## src/rtl/ring_osc_cal_pkg.sv

```systemverilog
// Shared definitions for the ring oscillator trim calibrator: FSM state codes,
// code range limits and the code-to-trim thermometer decode.
package ring_osc_cal_pkg;

    localparam int MAX_CODE = 26;
    localparam int N_STAGES = 13;
    localparam int TRIM_W   = 2 * N_STAGES;

    typedef logic [2:0] state_t;

    localparam state_t ST_IDLE    = 3'd0;
    localparam state_t ST_SAR_SET = 3'd1;
    localparam state_t ST_APPLY   = 3'd2;
    localparam state_t ST_MEASURE = 3'd3;
    localparam state_t ST_EVAL    = 3'd4;
    localparam state_t ST_FINAL   = 3'd5;
    localparam state_t ST_DONE    = 3'd6;

    // Code n enables the lowest n trim bits; the first 13 load the fine half of
    // the ring, codes above 13 continue into the second half. Codes >26 clamp.
    function automatic logic [TRIM_W-1:0] trim_decode(input logic [4:0] code);
        logic [TRIM_W-1:0] t;
        int n;
        n = (int'(code) > MAX_CODE) ? MAX_CODE : int'(code);
        for (int i = 0; i < TRIM_W; i++) begin
            t[i] = (i < n);
        end
        return t;
    endfunction

endpackage

```

## src/rtl/ring_osc_freq_counter.sv

```systemverilog
// Counts both edges of an asynchronous, pre-divided oscillator signal after a
// multi-flop synchronizer; the count saturates at all-ones.
module ring_osc_freq_counter #(
    parameter int CW   = 16,
    parameter int SYNC = 2
) (
    input  logic          clk,
    input  logic          reset,
    input  logic          clear,
    input  logic          enable,
    input  logic          async_in,
    output logic [CW-1:0] count
);

    logic [SYNC-1:0] sync_reg;
    logic            prev_reg;
    logic [CW-1:0]   count_reg;
    logic            edge_det;

    always_ff @(posedge clk) begin
        if (reset) begin
            sync_reg <= '0;
            prev_reg <= 1'b0;
        end else begin
            sync_reg <= {sync_reg[SYNC-2:0], async_in};
            prev_reg <= sync_reg[SYNC-1];
        end
    end

    // Only the last two synchronized samples take part in edge detection.
    assign edge_det = sync_reg[SYNC-1] ^ prev_reg;

    always_ff @(posedge clk) begin
        if (reset || clear) begin
            count_reg <= '0;
        end else if (enable && edge_det && (count_reg != {CW{1'b1}})) begin
            count_reg <= count_reg + 1'b1;
        end
    end

    assign count = count_reg;

endmodule

```

## src/rtl/ring_osc_trim_cal.sv

```systemverilog
// Successive-approximation trim calibration of the 13-stage ring oscillator:
// finds the slowest code whose measured edge count still meets the target.
module ring_osc_trim_cal
    import ring_osc_cal_pkg::*;
#(
    parameter int WINDOW = 1024,
    parameter int SETTLE = 64,
    parameter int CW     = 16,
    parameter int SYNC   = 2
) (
    input  logic              clk,
    input  logic              reset,
    input  logic              start,
    input  logic [CW-1:0]     target,
    input  logic              osc_div_in,
    input  logic              manual_en,
    input  logic [4:0]        manual_code,
    output logic [TRIM_W-1:0] trim,
    output logic              osc_reset,
    output logic              busy,
    output logic              done,
    output logic [4:0]        code,
    output logic [CW-1:0]     meas_count,
    output logic              cal_err
);

    localparam int TMAX = (WINDOW > SETTLE) ? WINDOW : SETTLE;
    localparam int TW   = $clog2(TMAX + 1);

    state_t            state_reg;
    logic [2:0]        bit_reg;
    logic [4:0]        res_reg;
    logic [4:0]        trial_reg;
    logic              final_reg;
    logic [CW-1:0]     target_reg;
    logic [TW-1:0]     timer_reg;
    logic [TRIM_W-1:0] trim_reg;
    logic              osc_reset_reg;
    logic              busy_reg;
    logic              done_reg;
    logic [4:0]        code_reg;
    logic [CW-1:0]     meas_reg;
    logic              err_reg;

    logic [4:0]        trial;
    logic [CW-1:0]     count;

    assign trial = res_reg | (5'd1 << bit_reg);

    ring_osc_freq_counter #(
        .CW   (CW),
        .SYNC (SYNC)
    ) u_counter (
        .clk      (clk),
        .reset    (reset),
        .clear    (state_reg == ST_APPLY),
        .enable   (state_reg == ST_MEASURE),
        .async_in (osc_div_in),
        .count    (count)
    );

    always_ff @(posedge clk) begin
        if (reset) begin
            state_reg     <= ST_IDLE;
            bit_reg       <= 3'd0;
            res_reg       <= 5'd0;
            trial_reg     <= 5'd0;
            final_reg     <= 1'b0;
            target_reg    <= '0;
            timer_reg     <= '0;
            trim_reg      <= '0;
            osc_reset_reg <= 1'b1;
            busy_reg      <= 1'b0;
            done_reg      <= 1'b0;
            code_reg      <= 5'd0;
            meas_reg      <= '0;
            err_reg       <= 1'b0;
        end else begin
            done_reg <= 1'b0;
            case (state_reg)
                ST_IDLE: begin
                    if (manual_en) begin
                        trim_reg      <= trim_decode(manual_code);
                        osc_reset_reg <= 1'b0;
                    end else if (start) begin
                        osc_reset_reg <= 1'b0;
                        busy_reg      <= 1'b1;
                        target_reg    <= target;
                        res_reg       <= 5'd0;
                        bit_reg       <= 3'd4;
                        final_reg     <= 1'b0;
                        state_reg     <= ST_SAR_SET;
                    end else begin
                        trim_reg <= trim_decode(code_reg);
                    end
                end
                ST_SAR_SET: begin
                    // Out-of-range trials are rejected without a measurement.
                    if (trial > 5'(MAX_CODE)) begin
                        if (bit_reg == 3'd0) begin
                            state_reg <= ST_FINAL;
                        end else begin
                            bit_reg <= bit_reg - 3'd1;
                        end
                    end else begin
                        trial_reg <= trial;
                        trim_reg  <= trim_decode(trial);
                        timer_reg <= '0;
                        state_reg <= ST_APPLY;
                    end
                end
                ST_APPLY: begin
                    if (timer_reg == TW'(SETTLE - 1)) begin
                        timer_reg <= '0;
                        state_reg <= ST_MEASURE;
                    end else begin
                        timer_reg <= timer_reg + 1'b1;
                    end
                end
                ST_MEASURE: begin
                    if (timer_reg == TW'(WINDOW - 1)) begin
                        timer_reg <= '0;
                        state_reg <= ST_EVAL;
                    end else begin
                        timer_reg <= timer_reg + 1'b1;
                    end
                end
                ST_EVAL: begin
                    if (final_reg) begin
                        code_reg  <= res_reg;
                        meas_reg  <= count;
                        err_reg   <= (count < target_reg);
                        trim_reg  <= trim_decode(res_reg);
                        busy_reg  <= 1'b0;
                        done_reg  <= 1'b1;
                        state_reg <= ST_DONE;
                    end else begin
                        if (count >= target_reg) begin
                            res_reg <= trial_reg;
                        end
                        if (bit_reg == 3'd0) begin
                            state_reg <= ST_FINAL;
                        end else begin
                            bit_reg   <= bit_reg - 3'd1;
                            state_reg <= ST_SAR_SET;
                        end
                    end
                end
                ST_FINAL: begin
                    // Re-measure at the chosen code so meas_count reflects it.
                    trim_reg  <= trim_decode(res_reg);
                    final_reg <= 1'b1;
                    timer_reg <= '0;
                    state_reg <= ST_APPLY;
                end
                ST_DONE: begin
                    trim_reg  <= trim_decode(code_reg);
                    state_reg <= ST_IDLE;
                end
                default: begin
                    state_reg <= ST_IDLE;
                end
            endcase
        end
    end

    assign trim       = trim_reg;
    assign osc_reset  = osc_reset_reg;
    assign busy       = busy_reg;
    assign done       = done_reg;
    assign code       = code_reg;
    assign meas_count = meas_reg;
    assign cal_err    = err_reg;

endmodule

```

## config.mk

```make
export PLATFORM = sky130hd
export DESIGN_NAME = ring_osc_trim_cal
export DESIGN_NICKNAME = d
export VERILOG_FILES = /design/src/rtl/ring_osc_cal_pkg.sv /design/src/rtl/ring_osc_freq_counter.sv /design/src/rtl/ring_osc_trim_cal.sv
export SDC_FILE = /design/constraint.sdc
export NUM_CORES = 1
export LEC_CHECK = 0
export ABC_AREA = 0
export BUFFER_PORTS_ARGS = -buffer_cell sky130_fd_sc_hd__buf_2
export CORE_ASPECT_RATIO = 2
export CORE_MARGIN = 5
export CORE_UTILIZATION = 50
export DETAILED_ROUTE_END_ITERATION = 7
export GPL_ROUTABILITY_DRIVEN = 1
export MAX_ROUTING_LAYER = met4
export PLACE_DENSITY = 0.7
export SLEW_MARGIN = 20
export SYNTH_ARGS = -nofsm -noshare
export SYNTH_HDL_FRONTEND = slang
export SYNTH_SLANG_ARGS = --single-unit
```

## constraint.sdc

```tcl
create_clock -name clk -period 3.1 [get_ports clk]
set_clock_uncertainty 0.2 [all_clocks]
set_input_delay 0.62 -clock clk [delete_from_list [all_inputs] [get_ports clk]]
set_output_delay 0.62 -clock clk [all_outputs]
set_load 0.05 [all_outputs]
```

==> summary.md <==
| Metric | Value |
|---|---|
| First-pass GRT wire length | `39600 um` |
| Final Hold Vio Count | `0` |
| Share of flip-flops with an asynchronous set or reset | `0%` |
| # port buffers | `76` |
| Die Ht | `174 um` |
| Per-cell routed wire length | `22.8 um` |
| Routed vias/inst | `6.31` |
| HPWL Detailed | `19800 um` |
| Post-synthesis xor/xnor area fraction | `2.86%` |
| Placeable core region | `13400 um2` |
| Critical-path maximum fanout | `7` |
| Mux cell area share after synthesis | `0.445%` |
| Slew Limit Headroom | `44.2%` |
| Die X-Extent | `92.1 um` |
| Pins Over Slew Limit | `0` |
| Clk pin slew, worst setup/hold paths | `0.06 ns` |
| TritonCTS clock tree | `done` |
| RSZ-0062 raised after global routing | `no` |
| Clock sink count | `114` |
| Adder-Cell Fraction of Synth Area | `4.27%` |
| DRC viols | `0` |
| Sequential cell area fraction in the yosys report | `33.8%` |
| Final-stage net count | `1005` |
| Unique masters post-synth | `82` |
| Number of synthesized flops with an enable pin | `0` |
| I/O Pins | `77` |
| Hold Slack | `0.216 ns` |
| Flops & latches, synth | `114` |
| Largest net degree at the start of global routing | `30` |
| Clock Latency Late Sink | `0.42 ns` |
| Cells after synthesis | `877` |
| Top FF cell, synth | `dfxtp_1` |
| Pre-antenna DRT Iters | `5` |
| Post-Syn Area | `6740 um2` |
| CP startpoint kind | `register` |
| Slew @ Worst Pin | `0.832 ns` |
| Compound-cell area share of the yosys netlist | `28.2%` |
| Die ar. | `16100 um2` |
| Placer Congestion | `1.09` |
| Worst EP arrival | `2.82 ns` |
| Starting Density | `50.5%` |
| Vias | `7090` |
| Cts hold-fix bufs | `0` |
| Peak supply drop | `0.480 mV` |
| # rows | `60` |
| Max reg flops | `26` |
| Leakage power total | `3.16 nW` |
| Status | `finished, final reports clean` |
| Syn nets | `926` |
| Syn Area/Cell | `7.69 um2` |
| GRT Overall Usage | `33.0%` |
| Post-Route WL | `25700 um` |
| Hold crit path type | `input pin to register` |
| Total negative slack | `0 ns` |
| Peak Freq | `371 MHz` |
| Simple-gate share of the synthesized area | `24.3%` |
| Post-CTS Setup Bufs | `0` |
| WS Path Type | `register to register` |
| Critical Path Sink Type | `register` |
| CP Data Required Time | `3.22 ns` |
| Total grt overflow | `0` |
| Final worst path period need | `2.69 ns` |
| Post-route ant nets | `0` |
| Cts bufs inserted | `17` |
| Number of global-route vias before repair | `7192` |
| Largest family of logic cells by synthesized area | `compound AO/OA/AOI/OAI gates` |
| Yosys Warn Count | `0` |
| Period utilisation layout | `86.8%` |
| Max-cap violations | `0` |
| Power per cell area | `829 nW/um2` |
| Initial antenna violation count | `1` |
| Initial DRC count | `400` |
| Post-cts resize count | `0` |
| Share of layout cells above drive strength 1 | `19.1%` |
| Max Buffers Root-to-Sink | `2` |
| CTS root buf | `clkbuf_16` |
| Finish-stage setup viols | `0` |
| Layout area overhead | `18.3%` |
| H-tree depth | `4` |
| ANT cells | `0` |
-- cells in the final DEF, fill, tap and decap left out, drive strengths merged, types with 11 or more instances in the layout --
| cell | instances |
|---|---|
| nor2 | 92 |
| nand3 | 17 |
| buf | 122 |
| ha | 23 |
| o22ai | 14 |
| a21o | 12 |
| nor3 | 14 |
| o21ai | 46 |
| inv | 43 |
| a32o | 20 |
| a21oi | 86 |
| clkbuf | 17 |
| a211oi | 11 |
| xnor2 | 19 |
| o211ai | 14 |
| nor2b | 16 |
| nand2 | 135 |
| dfxtp | 114 |
-- metrics by stage --
step           area (um2)  setup WS (ns)  total power [mW]  util [%]  std cells
2_1_floorplan        6740          0.717              3.77         -        877
3_3_place_gp         7390          0.491              4.59      55.3       1092
3_5_place_dp         7390          0.443              4.59      55.3       1092
4_1_cts              7980          0.409              6.59      59.7       1124
5_1_grt              7980          0.260              6.91      59.7       1124
6_report             7980          0.408              6.62      59.7       1124
-- report_power, final --
part,switching (mW),internal (mW),total [mW]
clock network,0.848,1.15,1.99
registers,0.177,1.69,1.87
logic,1.89,0.866,2.76
-- synth_stat cells (11+ instances only) --
cell / n / area (um2)
a211oi_1: 11 / 82.6
a21o_1: 12 / 90.1
a21oi_1: 85 / 425
a32o_1: 20 / 200
buf_2: 13 / 65.1
clkbuf_1: 41 / 154
dfxtp_1: 114 / 2280
ha_1: 23 / 288
inv_1: 32 / 120
nand2_1: 134 / 503
nand3_1: 17 / 85.1
nor2_1: 88 / 330
nor2b_1: 14 / 87.6
nor3_1: 12 / 60.1
o211ai_1: 13 / 97.6
o21ai_0: 41 / 205
o22ai_1: 14 / 87.6
xnor2_1: 19 / 166
-- layer usage --
| metal | global-route usage (%) | up-vias | wire (um) |
|---|---|---|---|
| met5 | - | - | 0 |
| li1 | - | 3349 | - |
| met3 | 5.63 | 147 | 1230 |
| met1 | 28.5 | 3297 | 8190 |
| met2 | 61.3 | 297 | 13900 |
| met4 | 25.3 | 0 | 2370 |
-- critical path, stage by stage (launching register included) --
cell and delay, ns:
dfxtp_1 0.38, inv_1 0.11, ha_1 0.30, a21o_1 0.27, a22oi_1 0.20, nor2_1 0.13, nor2_1 0.48, buf_4 0.25
nor2_1 0.05, a311oi_1 0.24
-- area by class of cell --
| type | instances | area, um2 |
|---|---|---|
| Clock buffer | 17 | 425 |
| Multi-Input combinational cell | 669 | 4060 |
| Sequential cell | 114 | 2280 |
| Tap cell | 155 | 194 |
| Timing Repair Buffer | 122 | 738 |
| Inverter | 32 | 120 |
| Fill cell | 1303 | 5380 |
| Clock inverter | 15 | 161 |
-- path summary, 6_finish.rpt --
path,slack [ns],cells after the start,startpoint,endpoint
max,0.41,9,bit_reg[0]$_SDFFE_PP0P_,trial_reg[0]$_SDFFE_PP0P_
min,0.22,2,osc_div_in,u_counter.sync_reg[0]$_SDFF_PP0_
max reg2reg,0.41,9,bit_reg[0]$_SDFFE_PP0P_,trial_reg[0]$_SDFFE_PP0P_
min reg2reg,0.24,1,osc_reset$_SDFFE_PP1P_,osc_reset$_SDFFE_PP1P_
-- logic make-up (layout without fill, tap and decap cells) --
kind of cell | Yosys count | in the layout
compound gates | 278 | 278
xor+xnor | 22 | 22
fa+ha+maj | 23 | 23
buf+inv | 94 | 186
flops | 114 | 114
mux | 3 | 3
simple gates | 343 | 343
Note: power is estimated with default switching activity, not from simulation.
